### config.mk
export PLATFORM = sky130hd
export DESIGN_NAME = division_seq
export DESIGN_NICKNAME = d
export VERILOG_FILES = /design/src/rtl/division_seq.sv
export SDC_FILE = /design/constraint.sdc
export NUM_CORES = 1
export LEC_CHECK = 0
export ABC_AREA = 0
export CORE_MARGIN = 3
export CORE_UTILIZATION = 49
export CTS_CLUSTER_DIAMETER = 80
export DETAILED_ROUTE_END_ITERATION = 12
export GPL_TIMING_DRIVEN = 0
export PLACE_DENSITY = 0.72
export SYNTH_ARGS = -nofsm -noshare
export SYNTH_HDL_FRONTEND = slang
export SYNTH_SLANG_ARGS = --single-unit
export TNS_END_PERCENT = 100
### constraint.sdc
create_clock -name clk -period 6.1 [get_ports clk]
set_input_delay 0.61 -clock clk [delete_from_list [all_inputs] [get_ports clk]]
set_output_delay 0.61 -clock clk [all_outputs]
set_load 0.02 [all_outputs]
### src/rtl/division_seq.sv
// division_seq: multi-cycle restoring divider with signed/unsigned modes and a fixed latency.
// Ports:
//   clk, rst          - clock; asynchronous active-high reset
//   i_start           - request pulse, accepted only in IDLE or DONE
//   i_signed          - 1 = two's-complement operands, 0 = unsigned
//   i_dividend        - dividend (WIDTH bits)
//   i_divisor         - divisor (WIDTH bits)
//   o_busy            - high while iterating (CALC) or sign-fixing (FIX)
//   o_done            - one-cycle pulse while the results are fresh
//   o_quotient        - quotient, held until the next completion
//   o_remainder       - remainder, held until the next completion
//   o_div_zero        - last completed division had a zero divisor
//   o_overflow        - last completed division was signed MIN / -1
module division_seq #(
    parameter int WIDTH = 8
) (
    input  logic             clk,
    input  logic             rst,
    input  logic             i_start,
    input  logic             i_signed,
    input  logic [WIDTH-1:0] i_dividend,
    input  logic [WIDTH-1:0] i_divisor,
    output logic             o_busy,
    output logic             o_done,
    output logic [WIDTH-1:0] o_quotient,
    output logic [WIDTH-1:0] o_remainder,
    output logic             o_div_zero,
    output logic             o_overflow
);
    localparam int CW = $clog2(WIDTH + 1);

    typedef enum logic [1:0] {IDLE, CALC, FIX, DONE} state_t;

    state_t           state_q, state_d;
    logic [CW-1:0]    cnt_q, cnt_d;
    logic [WIDTH-1:0] quo_q, quo_d;
    logic [WIDTH-1:0] rem_q, rem_d;
    logic [WIDTH-1:0] dvs_q, dvs_d;
    logic             neg_quo_q, neg_quo_d;
    logic             neg_rem_q, neg_rem_d;
    logic             dz_q, dz_d;
    logic             ovf_q, ovf_d;
    logic [WIDTH-1:0] quotient_q, quotient_d;
    logic [WIDTH-1:0] remainder_q, remainder_d;
    logic             div_zero_q, div_zero_d;
    logic             overflow_q, overflow_d;

    logic             accept;
    logic             a_neg, b_neg;
    logic [WIDTH-1:0] mag_a, mag_b;
    logic [WIDTH:0]   shifted;
    logic             fits;

    assign accept = i_start && (state_q == IDLE || state_q == DONE);

    always_ff @(posedge clk or posedge rst) begin
        if (rst) begin
            state_q <= IDLE;
        end else begin
            state_q <= state_d;
        end
    end

    always_comb begin
        state_d = state_q;
        case (state_q)
            IDLE:    state_d = accept ? CALC : IDLE;
            CALC:    state_d = (cnt_q == CW'(WIDTH - 1)) ? FIX : CALC;
            FIX:     state_d = DONE;
            default: state_d = accept ? CALC : IDLE;
        endcase
    end

    always_comb begin
        o_busy      = (state_q == CALC) || (state_q == FIX);
        o_done      = (state_q == DONE);
        o_quotient  = quotient_q;
        o_remainder = remainder_q;
        o_div_zero  = div_zero_q;
        o_overflow  = overflow_q;
    end

    // Magnitudes stay WIDTH-bit unsigned so that -2^(WIDTH-1) maps to 2^(WIDTH-1) exactly.
    always_comb begin
        a_neg   = i_signed && i_dividend[WIDTH-1];
        b_neg   = i_signed && i_divisor[WIDTH-1];
        mag_a   = a_neg ? -i_dividend : i_dividend;
        mag_b   = b_neg ? -i_divisor : i_divisor;
        // Partial remainder is below the divisor, so the shifted value needs one extra bit;
        // when it fits, the difference again fits in WIDTH bits.
        shifted = {rem_q, quo_q[WIDTH-1]};
        fits    = shifted >= {1'b0, dvs_q};
    end

    always_comb begin
        cnt_d       = cnt_q;
        quo_d       = quo_q;
        rem_d       = rem_q;
        dvs_d       = dvs_q;
        neg_quo_d   = neg_quo_q;
        neg_rem_d   = neg_rem_q;
        dz_d        = dz_q;
        ovf_d       = ovf_q;
        quotient_d  = quotient_q;
        remainder_d = remainder_q;
        div_zero_d  = div_zero_q;
        overflow_d  = overflow_q;
        if (accept) begin
            cnt_d     = '0;
            quo_d     = mag_a;
            rem_d     = '0;
            dvs_d     = mag_b;
            dz_d      = (i_divisor == '0);
            // A zero divisor must keep the all-ones quotient, so it is never negated.
            neg_quo_d = (a_neg != b_neg) && (i_divisor != '0);
            neg_rem_d = a_neg;
            ovf_d     = i_signed && (i_dividend == {1'b1, {(WIDTH-1){1'b0}}}) && (&i_divisor);
        end else if (state_q == CALC) begin
            cnt_d = cnt_q + CW'(1);
            quo_d = {quo_q[WIDTH-2:0], fits};
            rem_d = fits ? shifted[WIDTH-1:0] - dvs_q : shifted[WIDTH-1:0];
        end else if (state_q == FIX) begin
            quotient_d  = neg_quo_q ? -quo_q : quo_q;
            remainder_d = neg_rem_q ? -rem_q : rem_q;
            div_zero_d  = dz_q;
            overflow_d  = ovf_q;
        end
    end

    always_ff @(posedge clk or posedge rst) begin
        if (rst) begin
            cnt_q       <= '0;
            quo_q       <= '0;
            rem_q       <= '0;
            dvs_q       <= '0;
            neg_quo_q   <= 1'b0;
            neg_rem_q   <= 1'b0;
            dz_q        <= 1'b0;
            ovf_q       <= 1'b0;
            quotient_q  <= '0;
            remainder_q <= '0;
            div_zero_q  <= 1'b0;
            overflow_q  <= 1'b0;
        end else begin
            cnt_q       <= cnt_d;
            quo_q       <= quo_d;
            rem_q       <= rem_d;
            dvs_q       <= dvs_d;
            neg_quo_q   <= neg_quo_d;
            neg_rem_q   <= neg_rem_d;
            dz_q        <= dz_d;
            ovf_q       <= ovf_d;
            quotient_q  <= quotient_d;
            remainder_q <= remainder_d;
            div_zero_q  <= div_zero_d;
            overflow_q  <= overflow_d;
        end
    end
endmodule

==> impl_metrics.csv, run 1 <==
group,metric,value,unit
outcome,outcome,"complete, no violations",
global_routing,grt_first_pass_wirelength,11.7,mm
global_routing,antenna_violations_before_repair,0,
pwr,p_sw_share,44.0,%
cts,cts.reportedPaths.clkPinSlew,0.09,ns
logic_synthesis,dominantRegCellSynth,"sky130_fd_sc_hd__dfrtp_1",
cts,htree_levels,2,
place,place_ws,3.64,ns
setup_path,maximum_single_stage_delay_on_the_critical_path,0.44,ns
pwr,power.share.combinational,55.2,%
setup_path,path_delay_family,"compound AO/OA/AOI/OAI gates",
die,core-area,6060,um2
route,initial_detailed_routing_violation_count,193,
logic_synthesis,synth-seq-cells,52,
setup_path,timing.critical_path.from_type,"flip-flop",
global_routing,grt_remaining_overflow,0,
place,detailed_place_hpwl,5.30,mm
sta,worst_slew_margin_rel,60.6,%
sta,min_period,2.49,ns
logic_synthesis,edff_count_synth,0,
logic_synthesis,yosys_warnings,0,
sta,postLayoutSetupSlackWorst,3.61,ns
global_routing,track_usage,20.0,%
die,ios,40,
cts,cts.sink_count,52,
route,mean_routed_wirelength_per_cell,14.2,um
logic_synthesis,syn_area,3130,um2
die,fp.dieArea,7380,um2
setup_path,cp_num_buf_inv,2,
sta,final_min_period_over_clock_period,40.9,%
die,num_rows,28,
hold_path,worst_hold_path.num_cells,2,
setup_path,path_cells,"inv_1, ha_1, inv_1, fa_1, a21o_2, a21oi_1, o41ai_1, o41ai_1, a31oi_1",
sta,finalSetupTns,0,ns
cts,cts_setup_buffers,0,
sta,rsz0062_at_grt,"no",
global_routing,number_of_global_route_vias_before_repair,2469,
die,initial_core_utilization,51.6,%
cells_and_area,nNetsFinal,440,
run,maxcap_violations,0,
cts,cts-root-to-sink-buffers,2,
die,die_height,85.9,um
sta,tightest_slew,0.591,ns
setup_path,path_class,"flip-flop to flip-flop",
sta,setup_viol_count_final,0,
logic_synthesis,synthCells,355,
pwr,p_int,951,uW
cts,post_cts_resized,0,
logic_synthesis,synth_top_cell_area_share,41.6,%
logic_synthesis,async_reset_ff_share,100,%
setup_path,timing.critical_path.to_type,"flip-flop",
route,drcViolationCount,0,
pwr,seq_power_share,33.1,%
route,route.vias.total,2556,
route,vias_per_cell,5.35,
setup_path,worst-path-stages,9,
logic_synthesis,synth_fp_nets,393,
setup_path,critPathRequiredTime,6.28,ns
hold_path,worst_min_delay_path_category,"flip-flop to flip-flop",
setup_path,critPathSlowestCell,"sky130_fd_sc_hd__o41ai_1",
setup_path,worstRegToRegCells,9,
cells_and_area,insertedDiodeCount,0,
cts,cts_hold_repair.buffers,0,
pwr,worst_ir_drop_vdd,0.172,mV
pwr,power.share.clock,11.6,%
setup_path,biggest_fanout_along_the_worst_timing_path,3,
sta,final_hold_viol_count,0,
cells_and_area,drive_gt1_share,4.71,%
cells_and_area,layout.filler_cells,537,
cts,cts_made_buffers,5,
route,routed_wirelength,6.77,mm
die,die-width,85.9,um
pwr,cellLeakagePower,1.66,nW
global_routing,grt_max_degree,33,
logic_synthesis,synth_area_leader_cell,"sky130_fd_sc_hd__dfrtp_1",
route,drt_pass1_iterations,4,
cts,worst_skew_pair.late_latency,0.31,ns
place,gpl.final_weighted_congestion,0.827,
cts,cts.root.buffer_cell,"sky130_fd_sc_hd__clkbuf_8",
place,numPortBuffers,39,
sta,fmax,401,MHz
pwr,cellPowerDensity,456,nW/um2
cts,tritoncts,"built",
route,antenna_left,0,
setup_path,cp.arrival,2.67,ns
sta,fin_worst_skew,0.00561,ns
sta,maxSlewViolCount,0,
logic_synthesis,syn_area_per_cell,8.81,um2
cells_and_area,flow.area_growth_from_synthesis,18.9,%
logic_synthesis,synthTopCellsByArea,"sky130_fd_sc_hd__dfrtp_1 42%, sky130_fd_sc_hd__ha_1 6.8%, sky130_fd_sc_hd__nand2_1 5.3%, sky130_fd_sc_hd__xor2_1 4.8%, sky130_fd_sc_hd__o21ai_0 4.6%",
logic_synthesis,sequential_fraction_of_the_synthesis_area,41.6,%
logic_synthesis,count_of_unique_library_cells_instantiated_by_yosys,36,
pwr,power.net_switching,746,uW
==> layout by cell type (no fill, tap or decap), types with 6 or more instances in the layout <==
master                             n
sky130_fd_sc_hd__dfrtp_1          52
sky130_fd_sc_hd__nand2_1          44
sky130_fd_sc_hd__clkdlybuf4s50_1  39
sky130_fd_sc_hd__nor2_1           34
sky130_fd_sc_hd__o21ai_0          29
sky130_fd_sc_hd__a21oi_1          28
sky130_fd_sc_hd__inv_1            23
sky130_fd_sc_hd__xor2_1           17
sky130_fd_sc_hd__ha_1             17
sky130_fd_sc_hd__clkbuf_1         14
sky130_fd_sc_hd__mux2i_1          14
sky130_fd_sc_hd__xnor2_1          11
sky130_fd_sc_hd__o31ai_1           7
sky130_fd_sc_hd__or3_1             6
sky130_fd_sc_hd__a31oi_1           6
==> layer usage <==
| metal | routed length [um] | global-route usage, % | vias up |
|---|---|---|---|
| met5 | 0 | 0 | - |
| met4 | 55 | 4.32 | 0 |
| met3 | 264 | 4.13 | 6 |
| met2 | 3230 | 32.9 | 58 |
| met1 | 3220 | 27.3 | 1189 |
| li1 | - | - | 1303 |
==> metrics by stage <==
step	utilization [%]	hold WS [ns]	power [mW]	area, um2	std cells
CTS	61.4	0.491	1.70	3720	478
detailed placement	59.9	0.471	1.50	3630	470
finish	61.4	0.485	1.70	3720	478
global route	61.4	0.507	1.87	3720	478
floorplan	-	0.443	1.26	3130	355
global placement	59.6	0.461	1.48	3610	469
==> power groups by stage <==
stage	Clock (mW)	Sequential (mW)	Combinational, mW
4_1_cts	0.200	0.562	0.940
6_report	0.197	0.562	0.937
2_1_floorplan	0	0.557	0.706
3_5_place_dp	0	0.569	0.934
3_3_place_gp	0	0.565	0.913
5_1_grt	0.216	0.582	1.07
==> worst paths after layout <==
check                                end      from  slack (ns)
min in group asynchronous  o_quotient[3]       rst        0.62
max in group asynchronous      neg_rem_q       rst        4.96
min                             dvs_q[3]  dvs_q[3]        0.49
max reg2reg                     rem_q[6]  quo_q[7]        3.61
min reg2reg                     dvs_q[3]  dvs_q[3]        0.49
max                             rem_q[6]  quo_q[7]        3.61
==> cell usage after synthesis (all sizes together) (6+ instances only) <==
master   n
xor2    17
a21oi   28
ha      17
nor2    34
or3      6
mux2i   14
o31ai    7
clkbuf  14
dfrtp   52
nand2   44
xnor2   11
a31oi    6
o21ai   29
inv     24
==> worst register-to-register path: stages (launching register included) <==
cell and delay [ns]:
sky130_fd_sc_hd__dfrtp_1 0.38, sky130_fd_sc_hd__inv_1 0.14, sky130_fd_sc_hd__ha_1 0.21, sky130_fd_sc_hd__inv_1 0.06, sky130_fd_sc_hd__fa_1 0.40, sky130_fd_sc_hd__a21o_2 0.20
sky130_fd_sc_hd__a21oi_1 0.28, sky130_fd_sc_hd__o41ai_1 0.12, sky130_fd_sc_hd__o41ai_1 0.44, sky130_fd_sc_hd__a31oi_1 0.13
==> registers in the layout (all words and copies together), names as in the netlist <==
| register | cells |
|---|---|
| neg_rem_q | 1 |
| cnt_q | 4 |
| o_overflow | 1 |
| quo_q | 8 |
| ovf_q | 1 |
| o_div_zero | 1 |
| state_q | 2 |
| rem_q | 8 |
| dvs_q | 8 |
| o_quotient | 8 |
| neg_quo_q | 1 |
| dz_q | 1 |
| o_remainder | 8 |
==> logic make-up (layout without fill, tap and decap cells) <==
logic type / count (synthesis) / in the layout / share of synthesized area (%)
flops: 52 / 52 / 41.6
compound gates: 80 / 80 / 14.5
fa+ha+maj: 18 / 18 / 7.44
mux: 19 / 19 / 6.28
xor+xnor: 28 / 28 / 7.84
buf+inv: 39 / 87 / 4.92
simple gates: 119 / 119 / 17.4
==> final cells by class <==
| type | count | area, um2 | share of cell area [%] |
|---|---|---|---|
| plain buffers | 15 | 63.8 | 1.72 |
| clock buffers | 5 | 68.8 | 1.85 |
| clock inverters | 3 | 18.8 | 0.505 |
| inverters | 24 | 90.1 | 2.42 |
| multi-input cells | 264 | 1670 | 45.0 |
| flip-flops and latches | 52 | 1300 | 35.0 |
| well taps | 75 | 93.8 | 2.52 |
| repair buffers | 40 | 410 | 11.0 |
No activity file was read; power rests on OpenSTA's default activity.
==> run 2: changes to the inputs <==
PLACE_DENSITY = 0.75   (was 0.72)
clock period = 2.05 ns   (was 6.1 ns; I/O delays follow)
==> impl_metrics.csv, run 2 (same netlist as run 1, synthesis figures left out) <==
group,metric,value,unit
sta,final_min_period_over_clock_period,99.3,%
hold_path,worst_min_delay_path_category,"input pin to async pin",
setup_path,critical_r2r_capture,"rem_q[3]",
route,drcViolationCount,0,
setup_path,path_delay_family,"simple AND/OR/NAND/NOR gates",
die,die_height,85.9,um
cts,cts.root.buffer_cell,"sky130_fd_sc_hd__clkbuf_8",
sta,maxSlewViolCount,0,
place,detailed_place_hpwl,5.29,mm
cts,cts.sink_count,52,
setup_path,maximum_single_stage_delay_on_the_critical_path,0.48,ns
cells_and_area,nNetsFinal,454,
die,ios,40,
sta,fmax,491,MHz
route,met3_wirelength,334,um
setup_path,timing.critical_path.from_type,"flip-flop",
pwr,post-layout-total-power,5.87,mW
outcome,outcome,"complete, no violations",
pwr,worst_ir_drop_vdd,0.662,mV
setup_path,path_cells,"ha_2, a31oi_1, or3_4, and3_4, or3_1, a31oi_1",
setup_path,critPathSlowestCell,"sky130_fd_sc_hd__dfrtp_2",
sta,worst_slew_margin_rel,65.9,%
setup_path,crit_top_cell,"sky130_fd_sc_hd__a31oi_1",
cells_and_area,flow.area_growth_from_synthesis,27.5,%
cts,cts-root-to-sink-buffers,2,
cts,cts_made_buffers,5,
cells_and_area,multi_input_area,1830,um2
route,routed_wirelength,7.63,mm
setup_path,path_class,"flip-flop to flip-flop",
cells_and_area,layout.filler_cells,509,
cts,cts_hold_repair.buffers,0,
setup_path,worstRegToRegCells,6,
setup_path,biggest_fanout_along_the_worst_timing_path,7,
cts,cts.reportedPaths.clkPinSlew,0.09,ns
route,drt-met1-wl,3.50,mm
setup_path,crit_path_start,"rem_q[0]",
cells_and_area,drive_gt1_share,15.1,%
setup_path,timing.critical_path.to_type,"flip-flop",
route,drt_pass1_iterations,4,
sta,tightest_slew,0.511,ns
setup_path,setup.reg_to_reg.worst_slack,0.01,ns
sta,fin_worst_skew,0.00425,ns
route,met2_length,3.71,mm
global_routing,grt_max_degree,35,
route,antenna_left,0,
route,mean_routed_wirelength_per_cell,15.5,um
global_routing,grt_remaining_overflow,0,
setup_path,cp_num_buf_inv,0,
global_routing,grt_first_pass_wirelength,12.5,mm
sta,min_period,2.04,ns
setup_path,end_of_the_critical_path,"rem_q[3]",
pwr,cellPowerDensity,1470,nW/um2
die,fp.dieArea,7380,um2
pwr,cellLeakagePower,1.75,nW
cts,worst_skew_pair.late_latency,0.30,ns
die,die-width,85.9,um
place,gpl.final_weighted_congestion,0.839,
die,core-area,6060,um2
global_routing,antenna_violations_before_repair,0,
route,highest-signal-layer,"met4",
place,place_ws,-0.286,ns
setup_path,critPathRequiredTime,2.28,ns
route,vias_per_cell,5.39,
sta,rsz0062_at_grt,"yes",
sta,finalSetupTns,0,ns
die,num_rows,28,
die,initial_core_utilization,51.6,%
sta,final_hold_viol_count,0,
place,numPortBuffers,39,
cells_and_area,insertedDiodeCount,0,
setup_path,rr_startpoint,"rem_q[0]",
route,route.vias.total,2648,
route,initial_detailed_routing_violation_count,159,
global_routing,number_of_global_route_vias_before_repair,2580,
setup_path,worst-path-stages,6,
cts,htree_levels,2,
sta,setup_viol_count_final,0,
global_routing,track_usage,21.4,%
cells_and_area,mostFrequentLayoutCells,"45 x sky130_fd_sc_hd__dfrtp_1, 43 x sky130_fd_sc_hd__nand2_1, 38 x sky130_fd_sc_hd__clkdlybuf4s50_1, 34 x sky130_fd_sc_hd__nor2_1, 29 x sky130_fd_sc_hd__o21ai_0",
run,maxcap_violations,0,
cells_and_area,layout_commonest_cell,"sky130_fd_sc_hd__dfrtp_1",
setup_path,cp.arrival,2.26,ns
cts,tritoncts,"built",
sta,postLayoutSetupSlackWorst,0.0136,ns
cells_and_area,layout.area.seq,1310,um2
-- run 2: cell count changes in the layout (fill, tap and decap cells not counted), sizes merged --
cell | before | now
buf | 2 | 16
clkinv | 3 | 1
clkbuf | 19 | 20
clkdlybuf4s50 | 39 | 38
dlymetal6s2s | 0 | 1
-- run 2: how the worst min path moves through the flow --
stage | slack (ns) | endpoint | from
after global placement | 0.46 | dvs_q[2] | dvs_q[2]
after floorplan | 0.30 | dz_q | i_divisor[7]
after global routing | 0.25 | o_quotient[3] | rst
final | 0.22 | o_quotient[2] | rst
after detailed placement | 0.47 | ovf_q | ovf_q
after CTS | 0.23 | o_quotient[2] | rst
-- run 2: metrics by stage --
stage	area, um2	std cells	hold slack (ns)	utilization [%]
floorplan	3170	355	0.301	-
global placement	3650	469	0.463	60.3
detailed placement	3670	470	0.468	60.6
CTS	3940	490	0.225	65.0
global route	3990	491	0.246	65.8
finish	3990	491	0.217	65.8
-- run 2: routing by layer --
metal / track usage [%] / vias up
li1: - / 1331
met1: 28.4 / 1243
met2: 35.7 / 65
met3: 4.32 / 9
met4: 5.90 / 0
met5: 0 / -
-- run 2: cell type report --
cell class,count,share of cell area [%]
inverters,24,2.26
plain buffers,14,1.38
multi-input cells,264,46.0
clock buffers,6,1.82
repair buffers,55,13.2
clock inverters,1,0.126
flip-flops and latches,52,32.9
well taps,75,2.35
-- run 2: repair_timing --
action | in CTS | in global routing
pin swaps | 12 | 3
cloned | 0 | 0
buffers inserted | 14 | 1
setup endpoints to repair | 5 | 26
endpoints found under the hold margin | 0 | 0
resized for setup | 21 | 13
-- run 2: where the power goes --
part           total, mW  switching [mW]  internal, mW
Combinational       3.62            1.91          1.71
Clock              0.563           0.330         0.233
Sequential          1.69           0.322          1.36
